`src/rtl/vdp_host_port.sv`:
```
// Host-side write port for the VDP.
// Turns single-cycle CPU register writes into the VRAM write stream
// (write_addr / write_data / write_enable). Offers an auto-incrementing
// VRAM pointer and a block-fill engine that writes one byte per dot_clk.
//
// Handshake: host_wr is a one-cycle valid with no back-pressure. The port
// is "ready" whenever the FSM is in IDLE; a strobe seen while the FSM is
// filling is dropped with no side effects. The FSM leaves FILL on the edge
// that issues the last fill byte, so a strobe on the edge where busy falls
// is already taken.
module vdp_host_port #(
  parameter int ADDR_WIDTH = 14,
  parameter int LEN_WIDTH  = 14
) (
  input  logic                  dot_clk,
  input  logic                  reset,
  input  logic [2:0]            host_sel,
  input  logic [7:0]            host_data,
  input  logic                  host_wr,
  output logic                  busy,
  output logic [ADDR_WIDTH-1:0] write_addr,
  output logic [7:0]            write_data,
  output logic                  write_enable,
  output logic                  dbg_state
);

  typedef enum logic {
    S_IDLE = 1'b0,
    S_FILL = 1'b1
  } state_t;

  localparam logic [2:0] SEL_ADDR_LO = 3'd0;
  localparam logic [2:0] SEL_ADDR_HI = 3'd1;
  localparam logic [2:0] SEL_DATA    = 3'd2;
  localparam logic [2:0] SEL_LEN_LO  = 3'd3;
  localparam logic [2:0] SEL_LEN_HI  = 3'd4;
  localparam logic [2:0] SEL_FILL    = 3'd5;

  state_t                r_state;
  state_t                w_next_state;
  logic [ADDR_WIDTH-1:0] r_ptr;
  logic [LEN_WIDTH-1:0]  r_len;
  logic [LEN_WIDTH-1:0]  r_cnt;      // fill bytes still to issue after this cycle
  logic [7:0]            r_fill_val;
  logic                  r_busy;
  logic [ADDR_WIDTH-1:0] r_addr;
  logic [7:0]            r_data;
  logic                  r_we;

  logic                  w_accept;
  logic                  w_data_wr;
  logic                  w_fill_start;
  logic                  w_fill_step;
  logic                  w_issue;
  logic [7:0]            w_wdata;

  // FSM state register
  always_ff @(posedge dot_clk) begin
    if (reset) r_state <= S_IDLE;
    else       r_state <= w_next_state;
  end

  // FSM next state: a fill of one byte never enters FILL, longer fills leave
  // FILL on the edge that issues their last byte
  always_comb begin
    w_next_state = r_state;
    case (r_state)
      S_IDLE: if (w_fill_start && (r_len != LEN_WIDTH'(1))) w_next_state = S_FILL;
      S_FILL: if (r_cnt == LEN_WIDTH'(1)) w_next_state = S_IDLE;
      default: w_next_state = S_IDLE;
    endcase
  end

  // FSM outputs: decode which action happens on this edge
  always_comb begin
    w_accept     = host_wr && (r_state == S_IDLE);
    w_data_wr    = w_accept && (host_sel == SEL_DATA);
    w_fill_start = w_accept && (host_sel == SEL_FILL) && (r_len != '0);
    w_fill_step  = (r_state == S_FILL);
    w_issue      = w_data_wr || w_fill_start || w_fill_step;
    w_wdata      = w_fill_step ? r_fill_val : host_data;
  end

  // Datapath: pointer, length, fill counter and the registered write port
  always_ff @(posedge dot_clk) begin
    if (reset) begin
      r_ptr      <= '0;
      r_len      <= '0;
      r_cnt      <= '0;
      r_fill_val <= '0;
      r_busy     <= 1'b0;
      r_addr     <= '0;
      r_data     <= '0;
      r_we       <= 1'b0;
    end else begin
      r_we   <= w_issue;
      r_busy <= w_fill_start || w_fill_step;
      if (w_issue) begin
        r_addr <= r_ptr;
        r_data <= w_wdata;
        r_ptr  <= r_ptr + ADDR_WIDTH'(1);
      end else if (w_accept && (host_sel == SEL_ADDR_LO)) begin
        r_ptr[7:0] <= host_data;
      end else if (w_accept && (host_sel == SEL_ADDR_HI)) begin
        r_ptr[ADDR_WIDTH-1:8] <= host_data[ADDR_WIDTH-9:0];
      end
      if (w_accept && (host_sel == SEL_LEN_LO)) r_len[7:0] <= host_data;
      if (w_accept && (host_sel == SEL_LEN_HI)) r_len[LEN_WIDTH-1:8] <= host_data[LEN_WIDTH-9:0];
      if (w_fill_start) begin
        r_cnt      <= r_len - LEN_WIDTH'(1);
        r_fill_val <= host_data;
      end else if (w_fill_step) begin
        r_cnt <= r_cnt - LEN_WIDTH'(1);
      end
    end
  end

  assign busy         = r_busy;
  assign write_addr   = r_addr;
  assign write_data   = r_data;
  assign write_enable = r_we;
  assign dbg_state    = r_state;

endmodule
```
`config.mk`:
```
export PLATFORM = sky130hd
export DESIGN_NAME = vdp_host_port
export DESIGN_NICKNAME = d
export VERILOG_FILES = /design/src/rtl/vdp_host_port.sv
export SDC_FILE = /design/constraint.sdc
export NUM_CORES = 1
export LEC_CHECK = 0
export BUFFER_PORTS_ARGS = -buffer_cell sky130_fd_sc_hd__clkbuf_2
export CORE_ASPECT_RATIO = 0.75
export CORE_UTILIZATION = 47
export CTS_CLUSTER_DIAMETER = 40
export CTS_CLUSTER_SIZE = 10
export DETAILED_ROUTE_END_ITERATION = 8
export GPL_ROUTABILITY_DRIVEN = 0
export PLACE_DENSITY_LB_ADDON = 0.2
export SLEW_MARGIN = 40
export SYNTH_ARGS = -nofsm -noshare
export SYNTH_HDL_FRONTEND = slang
export SYNTH_SLANG_ARGS = --single-unit
```
`constraint.sdc`:
```
create_clock -name dot_clk -period 1.7 [get_ports dot_clk]
set_input_delay 0.255 -clock dot_clk [delete_from_list [all_inputs] [get_ports dot_clk]]
set_output_delay 0.255 -clock dot_clk [all_outputs]
set_load 0.005 [all_outputs]
```
==> impl_metrics.env, run 1 <==
export IMPL_crit_path_end_kind="flop"
export IMPL_drive_gt1_share_pct=41.7
export IMPL_fill_cells=543
export IMPL_place_hpwl_mm=7.38
export IMPL_holdCritPathClass="in2reg"
export IMPL_drt_first_pass_iters=5
export IMPL_drc_errors=0
export IMPL_grt_pass1_vias=3474
export IMPL_rrSetupSlack_ns=-0.17
export IMPL_slowest_delay_ns=0.39
export IMPL_core_mm2=0.00753
export IMPL_fin_crit_ns=1.87
export IMPL_grt_pass1_wl_mm=17.7
export IMPL_fin_ws_ns=-0.172
export IMPL_required_ns=1.94
export IMPL_numCtsBuffers=9
export IMPL_ys_ff_latch=75
export IMPL_mostFrequentLayoutCells="dfxtp_1, buf_4, nand2_1"
export IMPL_timing_final_crit_share_pct=110
export IMPL_crit_arrival_ns=2.11
export IMPL_synth_edff_count=0
export IMPL_rsz0062_at_grt="true"
export IMPL_clock_latency_ns=0.36
export IMPL_drtIter0Drc=281
export IMPL_syn_num_nets=458
export IMPL_register_area_mm2=0.00152
export IMPL_synth_area_per_cell_um2=8.54
export IMPL_synthCells=438
export IMPL_crit_slowest_cell="nor4_4"
export IMPL_cp_max_fo=7
export IMPL_async_reset_ff_share_pct=0
export IMPL_fp_dieW_um=105
export IMPL_final_common_cell="dfxtp_1"
export IMPL_stdcell_count=657
export IMPL_tns_ns=-4.06
export IMPL_slew_viol_final=0
export IMPL_fp_dieArea_mm2=0.00832
export IMPL_maxCapViolCount=0
export IMPL_ys_seq_area_share_pct=40.1
export IMPL_tightest_slew_ns=0.730
export IMPL_powerDensity_mw_per_mm2=771
export IMPL_row_count=27
export IMPL_p_leak_nw=2.17
export IMPL_vias=3835
export IMPL_fin_util_pct=72.5
export IMPL_synth_cell_types=59
export IMPL_worstSetupPathType="reg2reg"
export IMPL_tritoncts="yes"
export IMPL_drt_total_wl_mm=12.0
export IMPL_syn_area_mm2=0.00374
export IMPL_ys_flop_type="dfxtp_1"
export IMPL_drtAntennaViolNets=0
export IMPL_yosys_top_cells_area="dfxtp_1, mux2i_1, nand2_1, a21oi_1, nor2_1"
export IMPL_ir_drop_mv=0.424
export IMPL_crit_chain="nor4_4 > and4_4 > o21ai_4 > buf_6 > buf_6 > buf_12 > nor2_4 > a211oi_2"
export IMPL_hold_viol_final=0
export IMPL_maxClockFrequency_ghz=0.534
export IMPL_multi_input_area_mm2=0.00247
export IMPL_cts_root_buf="clkbuf_8"
export IMPL_synth_top_area_share_pct=40.1
export IMPL_clkTransAtPathRegs_ns=0.08
export IMPL_grt_ovfl_total=0
export IMPL_setup_viol=49
export IMPL_num_io_pins=39
export IMPL_start_util_pct=49.7
export IMPL_crit_top_cell="buf_6"
export IMPL_violations="negative setup slack"
export IMPL_post_drt_wl_per_cell_um=18.2
export IMPL_fin_nets=571
export IMPL_port_buffers=38
export IMPL_cts_sinks=75
export IMPL_viasPerCell=5.84
export IMPL_syn_to_final_growth_pct=46.1
export IMPL_cts_max_level=3
export IMPL_start_kind="flop"
export IMPL_slew_headroom_pct=50.7
export IMPL_placedCellCount=616
export IMPL_die_h_um=79.3
export IMPL_status="finished, violations left"
export IMPL_yosysTopAreaCell="dfxtp_1"
export IMPL_holdWs_ns=0.218
export IMPL_synth_warnings=0
export IMPL_insertedDiodeCount=0
export IMPL_fin_skew_ns=0.0137
export IMPL_grt_start_max_net_pins=43
export IMPL_grt_usage_pct=27.5
export IMPL_grt_antenna_before_repair=0
export IMPL_clockBufferDepth=2
export IMPL_power_mw=4.21
final cells by class:
class	count	share of cell area [%]
Clock buffer	12	3.02
Tap cell	101	2.31
Sequential cell	75	27.8
Inverter	14	1.05
Timing Repair Buffer	127	19.7
Multi-Input combinational cell	324	45.2
Clock inverter	4	0.870
state kept, by name, indices dropped and copies added (netlist names):
name	flops
r_cnt	14
r_len	14
r_ptr	14
write_addr	14
r_fill_val	8
write_data	8
busy	1
dbg_state	1
write_enable	1
critical path: cells and delay by family, from the launching register on:
kind | cells | cell delay, ns
AO/OA/AOI/OAI | 2 | 0.17
buffers and inverters | 3 | 0.43
flip-flops | 1 | 0.37
AND/OR/NAND/NOR | 3 | 0.78
cell usage after synthesis, drive strengths merged, types with 3 or more instances:
| cell type | n |
|---|---|
| xnor2 | 5 |
| o31a | 3 |
| o211ai | 5 |
| nor3 | 6 |
| xor2 | 12 |
| nand2b | 5 |
| buf | 10 |
| o21ai | 3 |
| ha | 6 |
| nor4 | 9 |
| nor2 | 45 |
| inv | 14 |
| and4 | 3 |
| a311oi | 6 |
| dfxtp | 75 |
| nor3b | 5 |
| mux2i | 28 |
| a21oi | 45 |
| o32ai | 6 |
| clkbuf | 15 |
| nand2 | 64 |
| and3 | 4 |
| nand3 | 11 |
| or4 | 4 |
| or2 | 3 |
| nand4 | 4 |
| a211oi | 15 |
| nor4b | 3 |
what timing repair did:
action / in CTS / in global routing
resized for setup: 65 / 58
endpoints found under the setup margin: 51 / 55
pin swaps: 38 / 37
cloned: 4 / 2
endpoints found under the hold margin: 0 / 0
hold buffers: 0 / 0
setup buffers: 14 / 7
cells by family (layout without fill, tap and decap cells):
family	Yosys count	count (layout)	synth area share (%)
adder cells (fa/ha/maj)	6	6	2.01
flip-flops	75	75	40.1
AND/OR/NAND/NOR	174	174	24.2
AO/OA/AOI/OAI	99	99	17.7
XOR/XNOR	17	17	3.98
buffers and inverters	39	157	4.48
multiplexers	28	28	7.49
routing by layer:
layer  track usage, %  vias up  share of wire [%]
met4             9.15        0                2.5
met2             43.4      165                 46
met5                0        -                  0
met3             5.58       38                7.5
li1                 -     1798                  -
met1             37.7     1834                 44
worst paths after layout:
path / from / to / cells past startpoint
min: host_data[7] / r_fill_val[7]$_SDFFE_PP0N_ / 3
max reg2reg: r_len[2]$_SDFFE_PP0P_ / write_data[3]$_SDFFE_PP0N_ / 8
min reg2reg: write_addr[0]$_SDFFE_PP0N_ / write_addr[0]$_SDFFE_PP0N_ / 2
max: r_len[2]$_SDFFE_PP0P_ / write_data[3]$_SDFFE_PP0N_ / 8
where the power goes:
part / leakage [nW] / internal, mW / total, mW / switching [mW]
Combinational: 1.45 / 0.421 / 0.866 / 0.445
Sequential: 0.612 / 1.81 / 1.87 / 0.0633
Clock: 0.108 / 0.794 / 1.47 / 0.678
metrics by stage:
step | setup slack, ns | instance area, µm²
2_1_floorplan | -0.0651 | 3790
3_3_place_gp | -0.141 | 4510
3_5_place_dp | -0.158 | 4510
4_1_cts | -0.125 | 5140
5_1_grt | -0.236 | 5470
6_report | -0.172 | 5470
(Power assumes the default switching activity.)
==> run 2: changes to the inputs <==
PLACE_DENSITY = 0.69   (was unset)
PLACE_DENSITY_LB_ADDON = unset   (was 0.2)
REMOVE_ABC_BUFFERS = 1   (was unset)
==> run 2 against run 1 <==
Net effect: the run still ends with negative setup slack left; critical endpoint is now r_ptr[6]$_SDFFE_PP0P_; routed wire length increased by 2.2%; largest cell class unchanged; worst setup slack got worse by 0.022 ns; clock-buffer cell count decreased by 1; sequential share of layout area about the same; critical path depth decreased by 1; power up 1.5%; clock skew rose by 0.00082 ns; register-to-register slack lost 0.02 ns; combinational power up 1%; highest routed layer unchanged; utilization shrank 0.35 points; sequential power barely moved.
==> impl_metrics.env, run 2 (synthesis results as in run 1) <==
export IMPL_status="finished, violations left"
export IMPL_violations="negative setup slack"
export IMPL_grt_pass1_wl_mm=17.8
export IMPL_row_count=27
export IMPL_stdcell_count=668
export IMPL_cts_root_buf="clkbuf_8"
export IMPL_fin_crit_ns=1.89
export IMPL_ir_drop_mv=0.582
export IMPL_holdCritPathClass="in2reg"
export IMPL_drtIter0Drc=340
export IMPL_viasPerCell=5.94
export IMPL_place_hpwl_mm=6.98
export IMPL_fp_dieArea_mm2=0.00832
export IMPL_drive_gt1_share_pct=39.3
export IMPL_cts_hold_buf=0
export IMPL_syn_to_final_growth_pct=45.4
export IMPL_combPwrFrac_pct=20.5
export IMPL_tightest_slew_ns=0.445
export IMPL_fp_dieW_um=105
export IMPL_clockBufferDepth=2
export IMPL_cts_sinks=75
export IMPL_drt_first_pass_iters=5
export IMPL_p_int_mw=3.06
export IMPL_crit_path_end_kind="flop"
export IMPL_required_ns=1.94
export IMPL_power_frac_seq_pct=43.8
export IMPL_numCtsBuffers=9
export IMPL_tritoncts="yes"
export IMPL_vias=3968
export IMPL_slew_viol_final=0
export IMPL_slew_headroom_pct=69.9
export IMPL_timing_final_crit_share_pct=111
export IMPL_hold_viol_final=0
export IMPL_drt_total_wl_mm=12.2
export IMPL_insertedDiodeCount=0
export IMPL_grt_pass1_vias=3572
export IMPL_register_area_mm2=0.00151
export IMPL_fill_cells=533
export IMPL_start_kind="flop"
export IMPL_clock_power_share_pct=35.7
export IMPL_maxCapViolCount=0
export IMPL_maxClockFrequency_ghz=0.528
export IMPL_p_switching_mw=1.21
export IMPL_fin_ws_ns=-0.194
export IMPL_crit_slowest_cell="nor4_4"
export IMPL_powerDensity_mw_per_mm2=786
export IMPL_cts_max_level=3
export IMPL_port_buffers=38
export IMPL_fin_util_pct=72.2
export IMPL_drtAntennaViolNets=0
export IMPL_clkTransAtPathRegs_ns=0.09
export IMPL_p_leak_nw=2.13
export IMPL_rsz0062_at_grt="true"
export IMPL_worstSetupPathType="reg2reg"
export IMPL_crit_chain="nor4_4 > and4_4 > buf_4 > o21ai_4 > buf_6 > a22oi_2 > o22ai_1"
export IMPL_multi_input_area_mm2=0.00242
export IMPL_cp_max_fo=7
export IMPL_grt_ovfl_total=0
export IMPL_start_util_pct=49.7
export IMPL_post_drt_wl_per_cell_um=18.3
export IMPL_grt_usage_pct=27.4
export IMPL_crit_arrival_ns=2.13
export IMPL_fin_nets=582
export IMPL_grt_antenna_before_repair=0
export IMPL_drc_errors=0
export IMPL_fin_skew_ns=0.0145
export IMPL_mostFrequentLayoutCells="buf_4, dfxtp_1, nand2_1"
export IMPL_final_common_cell="buf_4"
export IMPL_die_h_um=79.3
export IMPL_placedCellCount=629
export IMPL_slowest_delay_ns=0.39
export IMPL_num_io_pins=39
export IMPL_grt_start_max_net_pins=46
export IMPL_setup_viol=60
export IMPL_netSwitchingFraction_pct=28.3
export IMPL_core_mm2=0.00753
export IMPL_clock_latency_ns=0.36
run 2: through the flow:
step / cell area [µm²] / total power, mW / hold WS [ns] / worst slack [ns] / setup TNS (ns)
6_report: 5440 / 4.27 / 0.209 / -0.194 / -5.78
5_1_grt: 5440 / 4.40 / 0.220 / -0.250 / -9.10
4_1_cts: 5090 / 4.10 / 0.194 / -0.0998 / -1.81
3_5_place_dp: 4570 / 2.51 / 0.444 / -0.261 / -7.56
3_3_place_gp: 4570 / 2.50 / 0.438 / -0.219 / -4.89
2_1_floorplan: 3630 / 2.21 / 0.324 / -1.19 / -45.51
run 2: power groups by stage:
stage               Clock, mW  Sequential (mW)  Combinational [mW]
floorplan                   0             1.91               0.305
global placement            0             1.90               0.595
detailed placement          0             1.90               0.608
CTS                      1.52             1.86               0.719
global route             1.59             1.88               0.927
finish                   1.52             1.87               0.877
run 2: final cells by class:
cell class / instances / area share (%)
clock buffers: 11 / 2.42
clock inverters: 5 / 1.43
inverters: 14 / 0.966
multi-input cells: 326 / 44.6
flip-flops and latches: 75 / 27.8
well taps: 101 / 2.32
repair buffers: 136 / 20.5
run 2: timing repair:
action | in CTS | in global routing
buffers inserted | 8 | 7
pin swaps | 25 | 13
endpoints found under the setup margin | 61 | 60
resized for setup | 55 | 51
gates cloned | 3 | 5
run 2: per-layer routing:
metal	GRT usage, %	vias to the layer above	wire, µm
li1	-	1824	-
met5	0	-	0
met4	8.17	0	306
met2	44.6	211	5590
met3	7.31	43	1210
met1	35.8	1890	5110
run 2: worst paths after layout:
check,startpoint,to,slack [ns],cells after the start
worst max-delay path,r_len[8]$_SDFFE_PP0P_,r_ptr[6]$_SDFFE_PP0P_,-0.19,7
worst min-delay path,host_data[6],r_fill_val[6]$_SDFFE_PP0N_,0.21,3
worst max register to register,r_len[8]$_SDFFE_PP0P_,r_ptr[6]$_SDFFE_PP0P_,-0.19,7
worst min register to register,write_addr[4]$_SDFFE_PP0N_,write_addr[4]$_SDFFE_PP0N_,0.46,2
run 2: worst max-delay path, delay by kind of cell, from the launching register on:
family          cells  cell delay (ns)
compound gates      3             0.32
buf+inv             2             0.29
flops               1             0.38
simple gates        2             0.77
